**config.mk**
```make
export PLATFORM = sky130hd
export DESIGN_NAME = seq_divider_flat
export DESIGN_NICKNAME = d
export VERILOG_FILES = /design/src/rtl/seq_divider_pkg.sv /design/src/rtl/seq_divider_if.sv /design/src/rtl/ripple_sub.sv /design/src/rtl/seq_divider.sv /design/src/flat_wrapper.sv
export SDC_FILE = /design/constraint.sdc
export NUM_CORES = 1
export LEC_CHECK = 0
export ABC_AREA = 0
export CAP_MARGIN = 20
export CORE_MARGIN = 2
export CORE_UTILIZATION = 58
export CTS_CLUSTER_DIAMETER = 50
export DETAILED_ROUTE_END_ITERATION = 6
export PLACE_DENSITY = 0.91
export SYNTH_ARGS = -nofsm -noshare
export SYNTH_HDL_FRONTEND = slang
export SYNTH_SLANG_ARGS = --single-unit
```
**constraint.sdc**
```tcl
create_clock -name clk -period 42.4 [get_ports clk]
set_clock_uncertainty 0.15 [all_clocks]
set_input_delay 8.48 -clock clk [delete_from_list [all_inputs] [get_ports clk]]
set_output_delay 8.48 -clock clk [all_outputs]
set_load 0.05 [all_outputs]
```
**src/rtl/seq_divider_pkg.sv**
```systemverilog
// Shared arithmetic definitions for the sequential divider: width default,
// FSM state encoding and the full-adder cell used by the subtractor chain.
package seq_divider_pkg;

    localparam int unsigned DEFAULT_WIDTH = 32;

    localparam logic [1:0] IDLE = 2'd0;
    localparam logic [1:0] RUN  = 2'd1;
    localparam logic [1:0] DONE = 2'd2;

    // Full-adder cell: returns {carry_out, sum}.
    function automatic logic [1:0] full_add(input logic a, input logic b, input logic ci);
        return {(a & b) | (a & ci) | (b & ci), a ^ b ^ ci};
    endfunction

endpackage

```
**src/rtl/seq_divider_if.sv**
```systemverilog
// Request/result bundle between a divider client (master) and the divider (slave).
interface seq_divider_if
    import seq_divider_pkg::*;
#(
    parameter int unsigned WIDTH = DEFAULT_WIDTH
) ();

    logic             start;
    logic [WIDTH-1:0] dividend;
    logic [WIDTH-1:0] divisor;
    logic             busy;
    logic             done;
    logic             dbz;
    logic [WIDTH-1:0] quotient;
    logic [WIDTH-1:0] remainder;

    modport master (
        output start, dividend, divisor,
        input  busy, done, dbz, quotient, remainder
    );

    modport slave (
        input  start, dividend, divisor,
        output busy, done, dbz, quotient, remainder
    );

endinterface

```
**src/rtl/ripple_sub.sv**
```systemverilog
// N-bit ripple subtractor a - b built as a + ~b + 1 on a chain of full-adder
// cells; borrow is the inverted final carry.
module ripple_sub
    import seq_divider_pkg::*;
#(
    parameter int unsigned N = DEFAULT_WIDTH + 1
) (
    input  logic [N-1:0] a,
    input  logic [N-1:0] b,
    output logic [N-1:0] diff,
    output logic         borrow
);

    logic [N:0]   carry;
    logic [N-1:0] b_inv;

    assign b_inv    = ~b;
    assign carry[0] = 1'b1;

    for (genvar i = 0; i < N; i++) begin : g_fa
        assign {carry[i+1], diff[i]} = full_add(a[i], b_inv[i], carry[i]);
    end

    assign borrow = ~carry[N];

endmodule

```
**src/rtl/seq_divider.sv**
```systemverilog
// Unsigned restoring divider: one quotient bit per clock, WIDTH iterations,
// results and a one-cycle done pulse registered on entry to DONE.
module seq_divider
    import seq_divider_pkg::*;
#(
    parameter int unsigned WIDTH = DEFAULT_WIDTH
) (
    input  logic          clk,
    input  logic          rst_n,
    seq_divider_if.slave  bus
);

    localparam int unsigned CW = $clog2(WIDTH) + 1;

    logic [1:0]       state_q, state_d;
    logic [WIDTH:0]   r_q, r_d;
    logic [WIDTH-1:0] q_q, q_d;
    logic [WIDTH-1:0] d_q, d_d;
    logic [CW-1:0]    cnt_q, cnt_d;
    logic             busy_q, busy_d;
    logic             done_q, done_d;
    logic             dbz_q, dbz_d;
    logic [WIDTH-1:0] quo_q, quo_d;
    logic [WIDTH-1:0] rem_q, rem_d;

    logic [WIDTH:0]   trial_a;
    logic [WIDTH:0]   trial_b;
    logic [WIDTH:0]   trial_diff;
    logic             trial_borrow;
    logic [WIDTH:0]   r_step;
    logic [WIDTH-1:0] q_step;

    // Trial subtraction of the divisor from the shifted partial remainder.
    assign trial_a = (WIDTH+1)'({r_q, q_q[WIDTH-1]});
    assign trial_b = {1'b0, d_q};

    ripple_sub #(.N(WIDTH + 1)) u_sub (
        .a      (trial_a),
        .b      (trial_b),
        .diff   (trial_diff),
        .borrow (trial_borrow)
    );

    assign r_step = trial_borrow ? trial_a : trial_diff;
    assign q_step = {q_q[WIDTH-2:0], ~trial_borrow};

    always_comb begin
        state_d = state_q;
        r_d     = r_q;
        q_d     = q_q;
        d_d     = d_q;
        cnt_d   = cnt_q;
        busy_d  = busy_q;
        done_d  = 1'b0;
        dbz_d   = dbz_q;
        quo_d   = quo_q;
        rem_d   = rem_q;

        case (state_q)
            IDLE: begin
                busy_d = 1'b0;
                if (bus.start) begin
                    r_d    = '0;
                    q_d    = bus.dividend;
                    d_d    = bus.divisor;
                    cnt_d  = '0;
                    busy_d = 1'b1;
                    if (bus.divisor == '0) begin
                        // Divide by zero short-circuits straight to DONE.
                        state_d = DONE;
                        done_d  = 1'b1;
                        dbz_d   = 1'b1;
                        quo_d   = '1;
                        rem_d   = bus.dividend;
                    end else begin
                        state_d = RUN;
                        dbz_d   = 1'b0;
                    end
                end
            end
            RUN: begin
                r_d   = r_step;
                q_d   = q_step;
                cnt_d = cnt_q + CW'(1);
                if (cnt_q == CW'(WIDTH - 1)) begin
                    state_d = DONE;
                    done_d  = 1'b1;
                    quo_d   = q_step;
                    rem_d   = WIDTH'(r_step);
                end
            end
            DONE: begin
                state_d = IDLE;
                busy_d  = 1'b0;
            end
            default: begin
                state_d = IDLE;
                busy_d  = 1'b0;
            end
        endcase
    end

    always_ff @(posedge clk or negedge rst_n) begin
        if (!rst_n) begin
            state_q <= IDLE;
            r_q     <= '0;
            q_q     <= '0;
            d_q     <= '0;
            cnt_q   <= '0;
            busy_q  <= 1'b0;
            done_q  <= 1'b0;
            dbz_q   <= 1'b0;
            quo_q   <= '0;
            rem_q   <= '0;
        end else begin
            state_q <= state_d;
            r_q     <= r_d;
            q_q     <= q_d;
            d_q     <= d_d;
            cnt_q   <= cnt_d;
            busy_q  <= busy_d;
            done_q  <= done_d;
            dbz_q   <= dbz_d;
            quo_q   <= quo_d;
            rem_q   <= rem_d;
        end
    end

    assign bus.busy      = busy_q;
    assign bus.done      = done_q;
    assign bus.dbz       = dbz_q;
    assign bus.quotient  = quo_q;
    assign bus.remainder = rem_q;

endmodule

```
**src/flat_wrapper.sv**
```systemverilog
// flat-port wrapper written by rule: the top's interface ports become plain ports
module seq_divider_flat import seq_divider_pkg::*;
#(
    parameter int unsigned WIDTH = DEFAULT_WIDTH
)
  (clk, rst_n, bus_start, bus_dividend, bus_divisor, bus_busy, bus_done, bus_dbz, bus_quotient, bus_remainder);
  seq_divider_if #(.WIDTH(WIDTH)) bus_i ();
  input  logic clk;
  input  logic rst_n;
  input wire logic [$bits(bus_i.start)-1:0] bus_start;
  input wire logic [$bits(bus_i.dividend)-1:0] bus_dividend;
  input wire logic [$bits(bus_i.divisor)-1:0] bus_divisor;
  output wire logic [$bits(bus_i.busy)-1:0] bus_busy;
  output wire logic [$bits(bus_i.done)-1:0] bus_done;
  output wire logic [$bits(bus_i.dbz)-1:0] bus_dbz;
  output wire logic [$bits(bus_i.quotient)-1:0] bus_quotient;
  output wire logic [$bits(bus_i.remainder)-1:0] bus_remainder;
  assign bus_i.start = bus_start;
  assign bus_i.dividend = bus_dividend;
  assign bus_i.divisor = bus_divisor;
  assign bus_busy = bus_i.busy;
  assign bus_done = bus_i.done;
  assign bus_dbz = bus_i.dbz;
  assign bus_quotient = bus_i.quotient;
  assign bus_remainder = bus_i.remainder;
  seq_divider #(.WIDTH(WIDTH)) u_core (.clk(clk), .rst_n(rst_n), .bus(bus_i));
endmodule
```
==> out/summary.txt <==
==================================================================================
FF-to-FF Start ...................................................... u_core.q_q[31]
Maxcap violations ...................................................            0
Final wirelength ....................................................     22600 µm
# hold bufs at CTS ..................................................            0
Portion of the post-synthesis area used by sequential elements ......        49.8%
Initial antenna violation count .....................................            0
Port Buffer Count ...................................................          133
Cell types with the highest counts after synthesis .................. 171 x sky130_fd_sc_hd__dfrtp_1, 171 x sky130_fd_sc_hd__nand2_1, 125 x sky130_fd_sc_hd__nor2_1, 60 x sky130_fd_sc_hd__a21oi_1, 49 x sky130_fd_sc_hd__clkbuf_1
Total via count in the routed design ................................         7360
Slowest cell on crit path ........................................... sky130_fd_sc_hd__or2_2
Detailed Route Iter0 Violations .....................................         1051
Largest family of logic cells by synthesized area ................... simple AND/OR/NAND/NOR gates
CP endpoint kind ....................................................    flip-flop
Core occupancy in the finished layout ...............................        73.3%
Worst hold margin ...................................................     0.342 ns
Area share of fa/ha/maj cells after synthesis .......................        7.51%
Cells taking the most area after synthesis .......................... sky130_fd_sc_hd__dfrtp_1 50%, sky130_fd_sc_hd__nand2_1 7.5%, sky130_fd_sc_hd__fa_1 7.2%
Max Clock Freq ......................................................     59.0 MHz
Total number of placement rows ......................................           44
Setup repair after global routing missed its margin .................           no
Number of enable-type register cells in the synthesized netlist .....            0
Leading area contributor after synthesis ............................ sky130_fd_sc_hd__dfrtp_1
Transition at the pin with the smallest max-transition slack ........      1.15 ns
Xor-xnor portion of the synthesized cell area .......................       0.102%
Crit path launch .................................................... u_core.q_q[31]
CTS Buf Count .......................................................           17
PostCTS Resize Cnt ..................................................            0
Fillcell total ......................................................         1004
Worst reg2reg endpoint .............................................. u_core.bus.remainder[26]
Number of buffer and inverter stages on the critical path ...........            3
Class of the tightest hold or removal check ......................... flip-flop to flip-flop
Proportion of synthesized area in mux cells .........................       0.116%
Max Slew Vio Count ..................................................            0
Width of the die ....................................................       126 µm
Maximum number of pins on one net before global-route repair ........          105
Clock latency on the worst-skew pair ................................      0.43 ns
Register-to-register path setup slack ...............................     25.45 ns
Worst hold path endpoint ............................................ u_core.bus.busy
Via count of the first global-routing pass ..........................         7093
Flip-flop cell with the highest count after synthesis ............... sky130_fd_sc_hd__dfrtp_1
Placement-stage cell area ...........................................  0.00999 mm²
Leakage .............................................................      4.60 nW
Worst slack at placement ............................................     25.48 ns
Worst hold path depth ...............................................            2
Critical Path Fanout Max ............................................           34
Flip-flop and latch count after synthesis ...........................          171
Worst r2r path cells ................................................           39
Final Wtd Congestion ................................................        0.852
H-Tree Level Count ..................................................            4
Final period utilization ............................................        40.0%
Die Footprint .......................................................   0.0158 mm²
First-pass GRT wire length ..........................................     37400 µm
Half-perimeter wire length after placement ..........................     14800 µm
Number of vias per cell after detailed routing ......................         6.15
CP Class ............................................................ flip-flop to flip-flop
CTS Sinks ...........................................................          171
Cell total after placement ..........................................         1165
Root Driver ......................................................... sky130_fd_sc_hd__clkbuf_16
Hold_sp ............................................................. u_core.bus.busy
Worst path arrival time .............................................     17.06 ns
Data required time at the worst endpoint ............................     42.51 ns
Area fraction in compound gates after synthesis .....................        18.3%
Final min period ....................................................     16.95 ns
Setup violators final ...............................................            0
Final antenna-violating net count ...................................            0
Post-layout total power .............................................      1.00 mW
Count of antenna diodes in the layout ...............................            0
GRT Util Overall ....................................................        29.7%
Worst rel slew slack ................................................        23.2%
Fin worst setup slack ...............................................     25.45 ns
Share of final-layout standard cells stronger than drive strength 1 .        8.29%
Simple-Gate Fraction of Synth Area ..................................        18.8%
GR Overflow Total ...................................................            0
Post-Route Setup TNS ................................................         0 ns
Clk pin slew, worst setup/hold paths ................................      0.06 ns
Number of buffers between clock root and the deepest sink ...........            2
Number of different library cells in the post-synthesis netlist .....           41
Setup Buffers After CTS .............................................            0
Delay of the slowest cell on the worst path .........................      0.60 ns
Top cell family by delay on the critical path .......................  adder cells
Initial core utilization ............................................        59.2%
Std-Cell Core Area ..................................................   0.0145 mm²
First-pass iteration count of the detailed router ...................            6
Post-synthesis instance total .......................................          908
Async S/R FF share, synth ...........................................         100%
Post-layout instance count excluding filler cells ...................         1197
Boundary Pins .......................................................          134
Startpoint kind of the worst setup timing path ......................    flip-flop
Post-route cell area ................................................   0.0106 mm²
Total DRC errors in the routed layout ...............................            0
Total nets after synthesis ..........................................         1008
Fraction of synthesized cell area taken by the top area cell type ...        49.8%
CTS tree ............................................................        built
Final routed wire length divided by cell count ......................      18.9 µm
Outcome .............................................................    completed
Ratio of total power to cell area ...................................  94.4 mW/mm²
Synth warnings ......................................................            0
Mapped cell area ....................................................  0.00860 mm²
Hold Vio Cnt, Final .................................................            0
Final net count .....................................................         1100
Dominant cell type by count on the critical path .................... sky130_fd_sc_hd__fa_1
VDD IR max ..........................................................  0.0000404 V
Y dimension of the die ..............................................       126 µm
Synthesized area per cell ...........................................     9.47 µm²
Layout overhead on the synthesized area .............................        23.9%
==================================================================================
-- cell usage in the layout (no fill, tap or decap), types with 5 or more instances in the layout --
| master | instances |
|---|---|
| sky130_fd_sc_hd__nor3_1 | 31 |
| sky130_fd_sc_hd__a21boi_0 | 5 |
| sky130_fd_sc_hd__buf_4 | 11 |
| sky130_fd_sc_hd__clkdlybuf4s50_1 | 132 |
| sky130_fd_sc_hd__a211oi_1 | 36 |
| sky130_fd_sc_hd__a22oi_2 | 26 |
| sky130_fd_sc_hd__a31oi_1 | 36 |
| sky130_fd_sc_hd__fa_1 | 31 |
| sky130_fd_sc_hd__dfrtp_1 | 171 |
| sky130_fd_sc_hd__o31ai_1 | 6 |
| sky130_fd_sc_hd__nand2_1 | 171 |
| sky130_fd_sc_hd__bufinv_16 | 5 |
| sky130_fd_sc_hd__o21ai_0 | 9 |
| sky130_fd_sc_hd__a21oi_1 | 60 |
| sky130_fd_sc_hd__and2_1 | 26 |
| sky130_fd_sc_hd__a21o_1 | 5 |
| sky130_fd_sc_hd__a22o_1 | 26 |
| sky130_fd_sc_hd__inv_1 | 34 |
| sky130_fd_sc_hd__clkbuf_16 | 17 |
| sky130_fd_sc_hd__nor2_1 | 124 |
-- cells by family after synthesis --
group                    count (synthesis)
buffers and inverters                  107
AO/OA/AOI/OAI                          217
adder cells (fa/ha/maj)                 33
flip-flops                             171
AND/OR/NAND/NOR                        378
multiplexers                             1
XOR/XNOR                                 1
-- flip-flops by register name, indices dropped and copies added (netlist names) --
| register | flops |
|---|---|
| u_core.bus.quotient | 32 |
| u_core.r_q | 32 |
| u_core.state_q | 2 |
| u_core.cnt_q | 6 |
| u_core.bus.done | 1 |
| u_core.d_q | 32 |
| u_core.bus.remainder | 32 |
| u_core.bus.dbz | 1 |
| u_core.bus.busy | 1 |
| u_core.q_q | 32 |
-- worst max-delay path by stage --
stage | endpoint | slack, ns | cells past startpoint
floorplan | u_core.bus.remainder[10] | 26.54 | 40
global placement | u_core.bus.remainder[26] | 25.67 | 38
detailed placement | u_core.bus.remainder[26] | 25.48 | 39
CTS | u_core.bus.remainder[26] | 25.39 | 39
global route | u_core.bus.remainder[26] | 24.86 | 39
finish | u_core.bus.remainder[26] | 25.45 | 39
-- routing by layer --
layer	GRT usage (%)	wire (µm)
met1	43.9	9380
met2	44.5	10600
met3	6.03	2040
met4	10.6	597
met5	0	0
-- worst min-delay path, delay by kind of cell (launching register included) --
family,cells,cell delay [ns]
flip-flops,1,0.35
AND/OR/NAND/NOR,2,0.11
-- report_power, final --
group	switching (mW)	internal (mW)	leakage [nW]	total, mW
registers	0.0682	0.241	1.88	0.309
clock network	0.0642	0.108	0.314	0.172
logic	0.317	0.206	2.40	0.523
total	0.450	0.555	4.60	1.00
-- area by class of cell --
type	count	area (µm²)	area share [%]
clock buffers	22	464	4.36
clock inverters	10	189	1.77
inverters	34	128	1.20
multi-input cells	630	3900	36.6
flip-flops and latches	171	4280	40.2
well taps	184	230	2.16
repair buffers	146	1460	13.7
Power figures use the tool's default switching activity.
